**src/rtl/hwpe_stream_fault_ctrl_if.sv**
```systemverilog
// -----------------------------------------------------------------------------
// hwpe_stream_fault_ctrl_if
//
// Purpose:
//   Groups the control inputs and the fault report outputs of
//   hwpe_stream_fault_ctrl into one bundle. The zero-sink side drives fault_i.
//   The HWPE control side drives enable_i, ch_mask_i and clear_i. The report
//   signals flow back out to the register slave.
//
// Signals (named from the controller's point of view):
//   enable_i     detection enabled (level)
//   ch_mask_i    per-channel monitor enable, 1 = monitored
//   fault_i      registered fault flags from the zero sinks
//   clear_i      one-cycle fault acknowledge
//   fault_o      sticky fault flag
//   irq_o        one-cycle pulse on fault entry
//   fault_ch_o   sticky OR of masked faulting channels
//   first_ch_o   lowest channel index of the first fault
//   fault_cnt_o  saturating count of fault cycles
//   state_o      00 DISABLED, 01 SETTLE, 10 ARMED, 11 FAULT
//
// Modports:
//   slave   the fault controller itself
//   master  the surrounding logic (or a testbench) driving it
// -----------------------------------------------------------------------------
interface hwpe_stream_fault_ctrl_if #(
    parameter int unsigned N_CH  = 4,
    parameter int unsigned CNT_W = 8
);
    localparam int unsigned IDX_W = (N_CH > 1) ? $clog2(N_CH) : 1;

    logic              enable_i;
    logic [N_CH-1:0]   ch_mask_i;
    logic [N_CH-1:0]   fault_i;
    logic              clear_i;
    logic              fault_o;
    logic              irq_o;
    logic [N_CH-1:0]   fault_ch_o;
    logic [IDX_W-1:0]  first_ch_o;
    logic [CNT_W-1:0]  fault_cnt_o;
    logic [1:0]        state_o;

    modport slave (
        input  enable_i,
        input  ch_mask_i,
        input  fault_i,
        input  clear_i,
        output fault_o,
        output irq_o,
        output fault_ch_o,
        output first_ch_o,
        output fault_cnt_o,
        output state_o
    );

    modport master (
        output enable_i,
        output ch_mask_i,
        output fault_i,
        output clear_i,
        input  fault_o,
        input  irq_o,
        input  fault_ch_o,
        input  first_ch_o,
        input  fault_cnt_o,
        input  state_o
    );
endinterface

```
**src/rtl/hwpe_stream_fault_ctrl.sv**
```systemverilog
// -----------------------------------------------------------------------------
// hwpe_stream_fault_ctrl
//
// Purpose:
//   Gathers the registered fault flags from up to N_CH zero sinks of an HWPE
//   stream parity network and turns them into one fault report. After enable
//   or after a clear, detection stays disarmed for SETTLE_CYCLES cycles. This
//   gives the zero network time to line up with the normal network. Once
//   armed, the first masked fault does the following:
//     - latches the lowest faulting channel index and the set of faulting
//       channels;
//     - raises a one-cycle interrupt and a sticky fault flag.
//   A saturating counter counts every fault cycle for diagnostics. Only reset
//   clears that counter.
//
// Ports:
//   clk_i   clock, all logic on the rising edge
//   rst_i   synchronous active-high reset
//   ctrl    hwpe_stream_fault_ctrl_if.slave
//           inputs:  enable_i, ch_mask_i, fault_i, clear_i
//           outputs: fault_o, irq_o, fault_ch_o, first_ch_o, fault_cnt_o,
//                    state_o
//
// Parameters:
//   N_CH           number of monitored channels (>= 1)
//   SETTLE_CYCLES  disarmed cycles after enable/clear (0 = arm immediately)
//   CNT_W          width of the saturating fault-cycle counter
//
// Every output is driven straight from a flop.
// -----------------------------------------------------------------------------
module hwpe_stream_fault_ctrl #(
    parameter int unsigned N_CH          = 4,
    parameter int unsigned SETTLE_CYCLES = 2,
    parameter int unsigned CNT_W         = 8
) (
    input  logic                   clk_i,
    input  logic                   rst_i,
    hwpe_stream_fault_ctrl_if.slave ctrl
);

    localparam int unsigned IDX_W = (N_CH > 1) ? $clog2(N_CH) : 1;
    localparam int unsigned SC_W  = (SETTLE_CYCLES > 0) ? $clog2(SETTLE_CYCLES + 1) : 1;

    localparam logic [SC_W-1:0]  SETTLE_LOAD = SC_W'(SETTLE_CYCLES);
    localparam logic [CNT_W-1:0] CNT_MAX     = {CNT_W{1'b1}};

    typedef enum logic [1:0] {
        ST_DISABLED = 2'b00,
        ST_SETTLE   = 2'b01,
        ST_ARMED    = 2'b10,
        ST_FAULT    = 2'b11
    } state_e;

    // A zero-length settle window skips SETTLE entirely. The same target is
    // used when leaving DISABLED and when a clear keeps the block enabled.
    localparam state_e ARM_TARGET = (SETTLE_CYCLES == 0) ? ST_ARMED : ST_SETTLE;

    // -------------------------------------------------------------------------
    // State and output registers
    // -------------------------------------------------------------------------
    state_e            state_q,    state_d;
    logic [SC_W-1:0]   settle_q,   settle_d;
    logic              fault_q,    fault_d;
    logic              irq_q,      irq_d;
    logic [N_CH-1:0]   fault_ch_q, fault_ch_d;
    logic [IDX_W-1:0]  first_ch_q, first_ch_d;
    logic [CNT_W-1:0]  cnt_q,      cnt_d;

    // -------------------------------------------------------------------------
    // Channel masking and lowest-index priority encoder
    // -------------------------------------------------------------------------
    logic [N_CH-1:0]   masked;
    logic              hit;
    logic [IDX_W-1:0]  lowest_idx;
    logic [CNT_W-1:0]  cnt_inc;

    for (genvar gi = 0; gi < N_CH; gi++) begin : g_mask
        assign masked[gi] = ctrl.fault_i[gi] & ctrl.ch_mask_i[gi];
    end

    assign hit = |masked;

    // The loop scans from the top channel down, so the last match, which is
    // the lowest set channel, wins.
    always_comb begin
        lowest_idx = '0;
        for (int i = int'(N_CH) - 1; i >= 0; i--) begin
            if (masked[i]) begin
                lowest_idx = IDX_W'(i);
            end
        end
    end

    // Counter that holds at all-ones instead of wrapping.
    assign cnt_inc = (cnt_q == CNT_MAX) ? cnt_q : (cnt_q + CNT_W'(1));

    // -------------------------------------------------------------------------
    // Next-state and output logic
    // -------------------------------------------------------------------------
    always_comb begin
        state_d    = state_q;
        settle_d   = settle_q;
        fault_ch_d = fault_ch_q;
        first_ch_d = first_ch_q;
        cnt_d      = cnt_q;
        irq_d      = 1'b0;

        case (state_q)
            ST_DISABLED: begin
                if (ctrl.enable_i) begin
                    state_d  = ARM_TARGET;
                    settle_d = SETTLE_LOAD;
                end
            end

            ST_SETTLE: begin
                // Faults are ignored here. The transition happens on the
                // cycle the counter reaches zero. Because of that, ARMED
                // follows exactly SETTLE_CYCLES cycles of SETTLE.
                if (!ctrl.enable_i) begin
                    state_d  = ST_DISABLED;
                    settle_d = '0;
                end else if (settle_q > SC_W'(1)) begin
                    settle_d = settle_q - SC_W'(1);
                end else begin
                    settle_d = '0;
                    state_d  = ST_ARMED;
                end
            end

            ST_ARMED: begin
                // Disable takes priority over a hit in the same cycle.
                if (!ctrl.enable_i) begin
                    state_d = ST_DISABLED;
                end else if (hit) begin
                    state_d    = ST_FAULT;
                    first_ch_d = lowest_idx;
                    fault_ch_d = masked;
                    cnt_d      = cnt_inc;
                    irq_d      = 1'b1;
                end
            end

            ST_FAULT: begin
                // enable_i alone cannot leave FAULT. Only an acknowledge can.
                // A hit in the same cycle as the clear is dropped.
                if (ctrl.clear_i) begin
                    state_d    = ctrl.enable_i ? ARM_TARGET : ST_DISABLED;
                    settle_d   = ctrl.enable_i ? SETTLE_LOAD : '0;
                    fault_ch_d = '0;
                    first_ch_d = '0;
                end else if (hit) begin
                    fault_ch_d = fault_ch_q | masked;
                    cnt_d      = cnt_inc;
                end
            end

            default: begin
                state_d = ST_DISABLED;
            end
        endcase

        // The sticky flag is registered alongside the state, so it tracks
        // FAULT exactly.
        fault_d = (state_d == ST_FAULT);
    end

    // -------------------------------------------------------------------------
    // Registers
    // -------------------------------------------------------------------------
    always_ff @(posedge clk_i) begin
        if (rst_i) begin
            state_q    <= ST_DISABLED;
            settle_q   <= '0;
            fault_q    <= 1'b0;
            irq_q      <= 1'b0;
            fault_ch_q <= '0;
            first_ch_q <= '0;
            cnt_q      <= '0;
        end else begin
            state_q    <= state_d;
            settle_q   <= settle_d;
            fault_q    <= fault_d;
            irq_q      <= irq_d;
            fault_ch_q <= fault_ch_d;
            first_ch_q <= first_ch_d;
            cnt_q      <= cnt_d;
        end
    end

    // -------------------------------------------------------------------------
    // Outputs
    // -------------------------------------------------------------------------
    assign ctrl.state_o     = state_q;
    assign ctrl.fault_o     = fault_q;
    assign ctrl.irq_o       = irq_q;
    assign ctrl.fault_ch_o  = fault_ch_q;
    assign ctrl.first_ch_o  = first_ch_q;
    assign ctrl.fault_cnt_o = cnt_q;

endmodule

```
**src/flat_wrapper.sv**
```systemverilog
// flat-port wrapper written by rule: the top's interface ports become plain ports
module hwpe_stream_fault_ctrl_flat 
#(
    parameter int unsigned N_CH          = 4,
    parameter int unsigned SETTLE_CYCLES = 2,
    parameter int unsigned CNT_W         = 8
)
  (clk_i, rst_i, ctrl_enable_i, ctrl_ch_mask_i, ctrl_fault_i, ctrl_clear_i, ctrl_fault_o, ctrl_irq_o, ctrl_fault_ch_o, ctrl_first_ch_o, ctrl_fault_cnt_o, ctrl_state_o);
  hwpe_stream_fault_ctrl_if #(.N_CH(N_CH), .CNT_W(CNT_W)) ctrl_i ();
  input  logic clk_i;
  input  logic rst_i;
  input wire logic [$bits(ctrl_i.enable_i)-1:0] ctrl_enable_i;
  input wire logic [$bits(ctrl_i.ch_mask_i)-1:0] ctrl_ch_mask_i;
  input wire logic [$bits(ctrl_i.fault_i)-1:0] ctrl_fault_i;
  input wire logic [$bits(ctrl_i.clear_i)-1:0] ctrl_clear_i;
  output wire logic [$bits(ctrl_i.fault_o)-1:0] ctrl_fault_o;
  output wire logic [$bits(ctrl_i.irq_o)-1:0] ctrl_irq_o;
  output wire logic [$bits(ctrl_i.fault_ch_o)-1:0] ctrl_fault_ch_o;
  output wire logic [$bits(ctrl_i.first_ch_o)-1:0] ctrl_first_ch_o;
  output wire logic [$bits(ctrl_i.fault_cnt_o)-1:0] ctrl_fault_cnt_o;
  output wire logic [$bits(ctrl_i.state_o)-1:0] ctrl_state_o;
  assign ctrl_i.enable_i = ctrl_enable_i;
  assign ctrl_i.ch_mask_i = ctrl_ch_mask_i;
  assign ctrl_i.fault_i = ctrl_fault_i;
  assign ctrl_i.clear_i = ctrl_clear_i;
  assign ctrl_fault_o = ctrl_i.fault_o;
  assign ctrl_irq_o = ctrl_i.irq_o;
  assign ctrl_fault_ch_o = ctrl_i.fault_ch_o;
  assign ctrl_first_ch_o = ctrl_i.first_ch_o;
  assign ctrl_fault_cnt_o = ctrl_i.fault_cnt_o;
  assign ctrl_state_o = ctrl_i.state_o;
  hwpe_stream_fault_ctrl #(.N_CH(N_CH), .SETTLE_CYCLES(SETTLE_CYCLES), .CNT_W(CNT_W)) u_core (.clk_i(clk_i), .rst_i(rst_i), .ctrl(ctrl_i));
endmodule
```
**config.mk**
```make
export PLATFORM = sky130hd
export DESIGN_NAME = hwpe_stream_fault_ctrl_flat
export DESIGN_NICKNAME = d
export VERILOG_FILES = /design/src/rtl/hwpe_stream_fault_ctrl_if.sv /design/src/rtl/hwpe_stream_fault_ctrl.sv /design/src/flat_wrapper.sv
export SDC_FILE = /design/constraint.sdc
export NUM_CORES = 1
export LEC_CHECK = 0
export BUFFER_PORTS_ARGS = -buffer_cell sky130_fd_sc_hd__buf_2
export CAP_MARGIN = 40
export CORE_UTILIZATION = 45
export DETAILED_ROUTE_END_ITERATION = 8
export GPL_TIMING_DRIVEN = 0
export PLACE_DENSITY = 0.79
export SLEW_MARGIN = 20
export SYNTH_ARGS = -nofsm -noshare
export SYNTH_HDL_FRONTEND = slang
export SYNTH_SLANG_ARGS = --single-unit
```
**constraint.sdc**
```tcl
create_clock -name clk_i -period 1.8 [get_ports clk_i]
set_clock_uncertainty 0.1 [all_clocks]
set_input_delay 0.18 -clock clk_i [delete_from_list [all_inputs] [get_ports clk_i]]
set_output_delay 0.18 -clock clk_i [all_outputs]
set_load 0.05 [all_outputs]
```
### After elaboration in Yosys (flattened, before gate mapping)

Index checks and enable logic that the tools add are counted.
Widths: inputs -> output; s select.

| cells by class | value |
|---|---|
| $add $sub $neg | 2 |
| $lt $le $gt $ge | 1 |
| equality and inequality tests | 11 |
| mux-type cells | 33 |
| bitwise gates (word level) | 7 |
| reductions and logical operators | 9 |

Operator list:

| operator | number |
|---|---|
| $mux 2 | 18 |
| $mux 8 | 4 |
| $mux 4 | 4 |
| $pmux 8 s2 | 1 |
| $add 8x1->8 const B | 1 |
| $eq 8x8->1 const B | 1 |
| $ne 2x2->1 const B | 4 |
| $pmux 2 s4 | 1 |
| $pmux 4 s2 | 1 |
| $reduce_and 4->1 | 2 |
| $eq 2x2->1 const B | 3 |
| $pmux 2 s3 | 1 |
| $reduce_and 3->1 | 2 |
| $and 1x1->1 | 4 |
| $or 4x4->4 | 1 |
| $pmux 2 s2 | 1 |
| $reduce_or 4->1 | 1 |
| $ne 3x2->1 const B | 1 |
| $reduce_bool 3->1 | 1 |
| $reduce_or 3->1 | 1 |
| $eq 2x1->1 const B | 1 |
| $gt 2x1->1 const B | 1 |
| $logic_not 2->1 | 1 |
| $mux 1 | 2 |
| other kinds (4) | 5 |

| storage, ports and cells | value |
|---|---|
| register bits after elaboration | 20 |
| word-level logic and storage cells | 70 |

### Depth between registers and ports, before layout

Gate-level depths: netlist (run 1).

| logic depth | value |
|---|---|
| depth after elaboration | 8 |
| mapped depth | 6 |
| mapped depth without buffers | 5 |

### Worst setup path before layout (run 1)

No wires, ideal clock.

| path | value |
|---|---|
| path type | register -> register |
| from | register u_core.state_q[0], in the netlist u_core.ctrl.state_o[0] |
| to | register u_core.cnt_q[5], in the netlist u_core.ctrl.fault_cnt_o[5] |
| data arrival time | 1.959 ns |
| path slack | -0.380 ns |
| stages on the path, launching flop included | 6 |
| path buffers | 1 |
| clock period less this slack | 2.180 ns |
| cells stage by stage | dfxtp_1 > o21ai_2 > a311o_1 > buf_6 > nor4_1 > mux2_2 |

| on the way | value |
|---|---|
| longest elaborated chain between the ends | 3 |

RTL lines:

| element | RTL line | RTL |
|---|---|---|
| start, declared | hwpe_stream_fault_ctrl.sv:61 | `state_e state_q, state_d;` |
| start signal, assigned | hwpe_stream_fault_ctrl.sv:181 | `state_q <= state_d;` |
| $eq 2x2->1 | hwpe_stream_fault_ctrl.sv:108 | `case (state_q)` |
| $ne 2x2->1 (no line) or $reduce_bool 2->1 (tied branches) | - |  |
| $reduce_and 3->1 (no line) | - |  |
| end signal, assigned | hwpe_stream_fault_ctrl.sv:187 | `cnt_q <= cnt_d;` |
| end, declared | hwpe_stream_fault_ctrl.sv:67 | `logic [CNT_W-1:0] cnt_q, cnt_d;` |

Several ways; a longest one is shown, not always the timed one.
A chain may end at the register's enable or synchronous reset.

### Worst setup path in the final report (run 1)

| path | value |
|---|---|
| from | register u_core.state_q[0], in the netlist u_core.ctrl.state_o[0] |
| to | register u_core.cnt_q[4], in the netlist u_core.ctrl.fault_cnt_o[4] |

Same word-level chain as after synthesis.

==> results of run 1 <==
## Yosys cell counts, types with 2 or more instances
master | number | area [um2]
a311oi_1 | 4 | 35.03
nand3_1 | 5 | 25.02
a221oi_1 | 2 | 17.52
mux2i_1 | 2 | 20.02
nor2_1 | 10 | 37.54
nand2b_1 | 2 | 12.51
or4_1 | 3 | 22.52
nor2b_1 | 6 | 37.54
buf_2 | 4 | 20.02
o21ai_0 | 7 | 35.03
o31ai_1 | 3 | 22.52
a21o_1 | 2 | 15.01
nand2_1 | 8 | 30.03
a21oi_1 | 13 | 65.06
inv_1 | 5 | 18.77
dfxtp_1 | 20 | 400.4
nor4_1 | 2 | 12.51
## critical path, cell delays in order (launching register included)
cell and delay, ns:
dfxtp_4 0.38, and2_4 0.15, a311o_1 0.32, buf_6 0.15, or4_1 0.48, a21oi_2 0.13
## report_power, final
group,internal (mW),switching (mW)
clock,0.225,0.146
sequential,0.451,0.00969
combinational,0.0534,0.0924
total,0.730,0.248
## worst min-delay path by stage
| stage | slack (ns) | endpoint | depth (start not counted) |
|---|---|---|---|
| 2_1_floorplan | 0.24 | u_core.ctrl.fault_ch_o[3] | 2 |
| 3_3_place_gp | 0.36 | u_core.ctrl.first_ch_o[1] | 2 |
| 3_5_place_dp | 0.37 | u_core.ctrl.first_ch_o[1] | 2 |
| 4_1_cts | 0.04 | u_core.ctrl.fault_ch_o[3] | 3 |
| 5_1_grt | 0.07 | u_core.ctrl.fault_ch_o[3] | 3 |
| 6_report | 0.05 | u_core.ctrl.fault_ch_o[3] | 3 |
## layout by cell type (no fill, tap or decap), types with 2 or more instances in the layout
master    Yosys  final
buf_2         4     34
dfxtp_1      20     16
a21oi_1      13     12
nor2_1       10     10
nand2_1       8      8
o21ai_0       7      7
nor2b_1       6      6
nand3_1       5      5
inv_1         5      5
buf_4         0      5
o31ai_1       3      3
or4_1         3      3
a311oi_1      4      3
clkbuf_4      0      3
dfxtp_4       0      3
nand2b_1      2      2
a221oi_1      2      2
mux2i_1       2      2
a21o_1        2      2
## repair_timing
item,CTS,global route
cloned,0,1
endpoints found under the setup margin,4,4
setup buffers,2,3
pin swaps,1,3
resized for setup,1,6
## area by class of cell
class                           instances  area share
Multi-Input combinational cell         89      0.4475
Sequential cell                        20      0.3096
Timing Repair Buffer                   35      0.1407
Tap cell                               27     0.02533
Buffer                                  5     0.02345
Clock inverter                          1     0.02251
Clock buffer                            3     0.01689
Inverter                                5     0.01407
## state kept, by name, summed over array words and instances, names as in the netlist
| name | count |
|---|---|
| u_core.ctrl.state_o | 2 |
| u_core.ctrl.first_ch_o | 2 |
| u_core.ctrl.fault_cnt_o | 8 |
| u_core.ctrl.fault_o | 1 |
| u_core.settle_q | 2 |
| u_core.ctrl.irq_o | 1 |
| u_core.ctrl.fault_ch_o | 4 |
## kinds of logic (layout without fill, tap and decap cells)
family | count (synthesis) | count (layout) | share of synthesized area
DFF | 20 | 20 | 0.4000
AOI/OAI and AO/OA | 41 | 41 | 0.2725
adders and majority gates | 1 | 1 | 0.01250
buffers and inverters | 10 | 49 | 0.05000
and+or+nand+nor | 44 | 44 | 0.2338
muxes | 3 | 3 | 0.03125
## routing by layer
metal	up-vias	GRT usage	part of all wire
met5	-	0	0
met4	0	0.07843	0.012
met3	6	0.05607	0.061
met2	50	0.3858	0.52
met1	497	0.2261	0.41
li1	529	-	-
## stage by stage
stage	total power, mW	setup WS (ns)	area (um2)	TNS (ns)	util
2_1_floorplan	0.5578	0.02259	1017	0	-
6_report	0.9773	0.02686	1334	0	0.6597
3_5_place_dp	0.5963	0.01940	1196	0	0.5916
5_1_grt	1.009	-0.01086	1334	-0.01169	0.6597
3_3_place_gp	0.5932	0.0007775	1196	0	0.5916
4_1_cts	0.9670	0.006367	1270	0	0.6281
==> summary by stage, run 1 <==
Status
The run finished with clean final reports.

Routing
The post-detailed-route via-to-cell ratio is 5.849. For this block, the routed nets add up to 2596 um of wire. For this block, the via count after detailed routing is 1,082. For this block, the initial DRC count from the detailed router was 42. The number of routed nets with antenna violations is 0. The routed length per instance is 14.03 um. The first detailed-routing pass took 5 iterations. After detailed routing, the number of remaining DRC violations is 0.

CTS
CTS built an H-tree with a depth of 1. The tree is rooted in a clkbuf_4. After clock tree synthesis, the clock-pin slew on the worst setup and hold paths is 0.12 ns.

The clock latency at the later pin of the worst-skew pair is 0.31 ns. The total CTS buffers is 3. The TritonCTS clock tree is built.

CTS saw 20 sinks. The number of hold buffers added after CTS was 0. The largest buffer count on any clock path is 2.

Finish
The count of nets after finishing is 172. The register area is 412.9 um2. The non-filler instance count after layout is 185.

Of the cells placed in the final design, the portion with a size suffix greater than 1 is 0.3544. In the final layout, the multi-input gates occupy 596.8 um2. Counting the fill cells in the layout gives 182. 0 antenna diodes ended up in the layout. The layout overhead on the synthesized area is 33.25%.

Floorplan
The starting utilization of the core area is 0.4950. The die covers 0.002417 mm2. The I/O pin count is 30.

The die height is 49.17 um. The floorplan has 16 rows. The floorplan step defined a core boundary enclosing 0.002022 mm2.

The horizontal die dimension is 49.17 um.

Placement
Routability-driven placement finished with a final weighted congestion of 0.8507. Port buffering added 29 buffers. The final HPWL from detailed placement is 1709 um. The count of placed standard cells including taps is 175.

Setup path
Following the worst setup path forward leads to its endpoint at u_core.ctrl.fault_cnt_o[4]. The data arrival at the endpoint of the critical path is 1.92 ns. Along the worst path, the maximum fanout reaches 5. The capture instance of the worst register-to-register path is u_core.ctrl.fault_cnt_o[4].

The worst register-to-register path begins at u_core.ctrl.state_o[0]. The required time at the endpoint of the critical path is 1.94 ns. For flop-to-flop paths, the worst setup slack is 0.03 ns.

The type of element capturing the critical path is a flop. The startpoint type of the worst setup path is a flop. Tracing the worst setup path back leads to its startpoint at u_core.ctrl.state_o[0].

The depth of the worst register-to-register path is 5. The critical setup path kind is flop to flop.

Timing
The share of the clock period used by the worst path after layout is 0.9851. The number of max-slew violations in the final report is 0. The relative slew slack is 0.5989. Setup repair after global routing could not meet its margin everywhere. The maximum frequency from static timing analysis is 0.5640 GHz. After layout, the minimum clock period comes to 1.773 ns. At the pin with the least slew margin, the transition time is 0.6017 ns. The final count of negative-setup-slack endpoints is 0.

The number of hold violations in the final report is 0. The worst hold slack across all endpoints is 0.04712 ns.

Synthesis
The number of distinct standard cells referenced by the synthesized netlist is 38. Counting every net in the synthesized netlist gives 132. The average cell area after synthesis is 8.411 um2. The synthesized area is 0.001001 mm2. In this run, synthesis inferred 0 flip-flops with an integrated enable. For this run, the register share of the synthesized area comes to 0.4000.

For this run, the leading register cell type out of synthesis is dfxtp_1. For this run, asynchronously set or reset flops after synthesis account for 0. The count of warnings emitted by yosys is 0. The number of flip-flops and latches in the synthesized netlist is 20. Synthesis produced a netlist whose cell count is 119.

Power and ir drop
The analysis attributes to cell leakage a power of 0.5585 nW. VDD sags by at most 0.7859 mV. Power spread over the standard cell area amounts to 732.8 mW/mm2.

Global route
The number of global-route vias before repair is 930. The initial antenna violation count is 0. The first-pass GRT wire length is 3905 um. The pin count of the biggest net entering global routing is 13. The total global routing overflow is 0. Across every metal layer, demand over resource in global routing totals 0.2102.

Hold path
The worst hold path begins at ctrl_ch_mask_i[3]. The min-delay analysis places its worst path in the category input port to flop.

Job
Across the run, the number of max-cap violations was 0.
Note: power is estimated with default switching activity, not from simulation.
==> run 2, diff against run 1 <==
ABC_AREA = 1   (was default)
CORE_UTILIZATION = 47   (was 45)
==> run 2 against run 1 <==
Against the previous run:
- flip-flop and latch count stayed put
- synthesized cell count up 45%
- fmax rose by 12%
- critical path type unchanged
- via count up 9.5%
- total power fell by 9.3%
- design area rose by 8.7%
- clock power down 29%
- register-to-register slack improved by 0.18 ns
- critical path depth increased by 2
- area after synthesis increased by 24%
- clock-buffer cell count rose by 1
==> summary by stage, run 2 <==
Status
Result of the run: finished, final reports clean (unchanged).

Setup path
The required time at the endpoint of the critical path is 1.94 ns (about the same). The largest incremental delay on the critical path was 0.42 ns (was 0.48 ns). The startpoint of the lowest-slack register-to-register path is u_core.ctrl.fault_cnt_o[0] (was u_core.ctrl.state_o[0]). The critical setup path kind is flop to flop (unchanged). The maximum net fanout on the critical path came to 8 (was 5). The critical-path cell with the highest stage delay is dfxtp_1 (was or4_1). The startpoint of the most critical setup path is u_core.ctrl.fault_cnt_o[0] (was u_core.ctrl.state_o[0]). In this design, the critical path's most frequently occurring cell is nand2_1. CP Cell Sequence: ha_1 -> inv_1 -> nor2_1 -> nand2_1 -> nand3_2 -> nand2_1 -> a21oi_2 (was and2_4 -> a311o_1 -> buf_6 -> or4_1 -> a21oi_2). The cell type group with the largest total delay on the critical path is simple AND/OR/NAND/NOR gates (unchanged). The type of element capturing the critical path is a flop (unchanged). The startpoint type of the worst setup path is a flop (unchanged). The data arrival at the endpoint of the critical path came to 1.74 ns (was 1.92 ns). The combined buffer and inverter count along the critical path came to 1 (unchanged).

Power and ir drop
The total power density per cell area was 611.5 mW/mm2 (was 732.8 mW/mm2). The largest voltage drop on the vdd net is 0.4380 mV (was 0.7859 mV). The post-route total power is 0.8867 mW (was 0.9773 mW).

The static leakage power is 0.6854 nW (was 0.5585 nW).

Finish
The area of all placed cells without fillers is 0.001450 mm2 (was 0.001334 mm2). The fraction of final layout cells with drive strength greater than 1 is 0.3561 (was 0.3544). The count of nets after finishing is 219 (was 172). The core utilization of the finished layout is 0.5854 (was 0.6597). The number of flip-flops under the largest register name is 8 (unchanged). The most common cell after layout, fill and taps aside is nand2_1 (was buf_2). The number of fill cells is 254 (was 182). The layout overhead on the synthesized area is 17.31% (was 33.25%). Commonest cells after routing, fill and taps aside: 52 x nand2_1, 29 x buf_2, 20 x dfxtp_1 (was 34 x buf_2, 16 x dfxtp_1, 12 x a21oi_1). The number of antenna cells inserted is 0 (unchanged).

Routing
The detailed-route via count is 1,185 (was 1,082). The routed wire length came to 2451 um (was 2596 um). The post-detailed-route via-to-cell ratio is 5.043 (was 5.849).

The final routed DRC violation total was 0 (unchanged). The number of routed nets with antenna violations is 0 (unchanged). The detailed router's first-iteration violation count was 13 (was 42). The first-pass detailed-route iteration total was 6 (was 5). The routed length per instance was 10.43 um (was 14.03 um).

Synthesis
The most common cell in the netlist is nand2_1 (was dfxtp_1). The count of flip-flops with a built-in enable after synthesis is 0 (unchanged). The number of flip-flops and latches in the synthesized netlist was 20 (unchanged). The net count of the mapped netlist is 186 (was 132). The post-synthesis cell type with the largest combined area is dfxtp_1 (unchanged). The fraction of synthesized cell area taken by the top area cell type is 0.3239 (was 0.4000). Commonest cells in the synthesized netlist: 52 x nand2_1, 20 x dfxtp_1, 14 x inv_1, 14 x nand3_1, 12 x a21oi_2 (was 20 x dfxtp_1, 13 x a21oi_1, 10 x nor2_1). The number of distinct standard cells referenced by the synthesized netlist is 26 (was 38). The synthesized area is 0.001236 mm2 (was 0.001001 mm2). The number of standard cells after synthesis came to 173 (was 119). The primary flip-flop cell chosen by synthesis mapping is dfxtp_1 (unchanged).

The fraction of registers with async set/reset is 0 (unchanged). The post-synthesis sequential area ratio came to 0.3239 (was 0.4000). The count of warnings emitted by yosys is 0 (unchanged).

The average cell area after synthesis is 7.146 um2 (was 8.411 um2). Area contributors post-synth: dfxtp_1 32%, nand2_1 16%, a21oi_2 8.5%, nand3_1 5.7%, nand2_2 5.6% (was dfxtp_1 40%, a21oi_1 6.5%, nor2_1 3.8%, nor2b_1 3.8%, a311oi_1 3.5%).

Global route
The number of global-route vias before repair is 1,030 (was 930). The total global routing overflow is 0 (unchanged). The pin count of the biggest net entering global routing is 12 (was 13). The initial antenna violation count is 0 (unchanged).

The overall fraction of global-route tracks in use is 0.2040 (was 0.2102). The first-pass GRT wire length is 4202 um (was 3905 um).

Timing
The final total negative setup slack is 0 ns (unchanged). The slew at the pin with the worst max-slew slack is 0.4660 ns (was 0.6017 ns). The share of the clock period used by the worst path after layout is 0.8834 (was 0.9851). The number of max-slew violations in the final report is 0 (unchanged).

The clock period minus worst slack is 1.590 ns (was 1.773 ns). The number of hold violations in the final report is 0 (unchanged). The worst hold slack across all endpoints came to 0.1154 ns (was 0.04712 ns). The relative slew slack was 0.6893 (was 0.5989).

RSZ-0062 raised after global routing: false (was true). The final count of negative-setup-slack endpoints is 0 (unchanged). The maximum frequency from static timing analysis was 0.6289 GHz (was 0.5640 GHz).

CTS
The sink count of the clock tree is 20 (unchanged). The post-CTS setup buffer count is 0 (was 2). The number of gates given a new drive strength after cts is 0 (was 1). The TritonCTS clock tree is built (unchanged).

The clock latency at the later pin of the worst-skew pair came to 0.30 ns (was 0.31 ns). The clock-pin slew of the registers on the worst-case setup and hold paths is 0.11 ns (was 0.12 ns). The largest buffer count on any clock path came to 2 (unchanged).

The number of hold buffers added after CTS is 0 (unchanged). The total number of H-tree levels was 1 (unchanged). The buffer type at the clock tree root was clkbuf_4 (unchanged). The total CTS buffers came to 3 (unchanged).

Placement
The final HPWL from detailed placement is 1881 um (was 1709 um). The total of buffers placed on input and output ports is 28 (was 29). The global placer's final weighted congestion was 0.8354 (was 0.8507).

The placement-stage cell area is 0.001414 mm2 (was 0.001196 mm2).

Floorplan
The I/O pin count is 30 (unchanged). The starting utilization of the core area is 0.4990 (was 0.4950). The horizontal die dimension is 53.29 um (was 49.17 um). The die height is 53.29 um (was 49.17 um). The area of the core came to 0.002477 mm2 (was 0.002022 mm2). The count of standard-cell rows came to 18 (was 16). The area of the die was 0.002839 mm2 (was 0.002417 mm2).

Hold path
The class of the worst hold path is input port to flop (unchanged). The launch point of the worst hold path is ctrl_enable_i (was ctrl_ch_mask_i[3]).

Job
The number of maximum-capacitance violations is 0 (unchanged).
run 2: cell types whose count changed after synthesis, moves of 6 or more:
| cell | change |
|---|---|
| nand2_1 | +44 |
| inv_1 | +9 |
| nand2_2 | +11 |
| nor2b_1 | -6 |
| nand3_1 | +9 |
| a21oi_2 | +12 |
| o21ai_0 | -6 |
run 2: final cells by class:
cell class | instances | area [um2] | area share
clock buffer | 4 | 36.28 | 0.02502
timing repair buffer | 28 | 140.1 | 0.09663
multi-input combinational | 132 | 754.5 | 0.5203
inverter | 19 | 72.57 | 0.05004
buffer | 2 | 8.758 | 0.006040
tap | 30 | 37.54 | 0.02588
sequential | 20 | 400.4 | 0.2761
run 2: per-stage QoR:
stage,worst slack [ns],std cells
6_report,0.2098,235
5_1_grt,0.1168,235
4_1_cts,0.2072,235
3_5_place_dp,0.2357,231
3_3_place_gp,0.2808,231
2_1_floorplan,0.01484,173
run 2: worst paths after layout:
kind                            cells past startpoint  slack (ns)                          to
worst max-delay path                                7        0.21  u_core.ctrl.fault_cnt_o[7]
worst min-delay path                                3        0.12           u_core.ctrl.irq_o
worst max register to register                      7        0.21  u_core.ctrl.fault_cnt_o[7]
worst min register to register                      2        0.37   u_core.ctrl.first_ch_o[1]
run 2: power breakdown:
part	switching, mW	total [mW]	internal (mW)
Combinational	0.110	0.158	0.0477
Sequential	0.0105	0.465	0.454
Clock	0.140	0.264	0.124
Total	0.261	0.887	0.626
run 2: cell families (layout without fill, tap and decap cells):
group                    Yosys count  in the layout  share of synthesized area
adder cells (fa/ha/maj)            1              1                    0.01012
flip-flops                        20             20                     0.3239
buffers and inverters             21             53                    0.06577
XOR/XNOR                           3              3                    0.02126
AO/OA/AOI/OAI                     25             25                     0.1488
AND/OR/NAND/NOR                  103            103                     0.4302
run 2: per-layer routing:
| layer | share of wire | global-route usage | wire (um) |
|---|---|---|---|
| met1 | 0.47 | 0.2453 | 1152 |
| met2 | 0.47 | 0.3438 | 1150 |
| met3 | 0.042 | 0.02586 | 103 |
| met4 | 0.018 | 0.1140 | 45 |
| met5 | 0 | 0 | 0 |
run 2: tightest hold or removal path, cell delays in order:
cell     delay, ns
buf_2         0.13
nand3_1       0.12
nor2_1        0.05
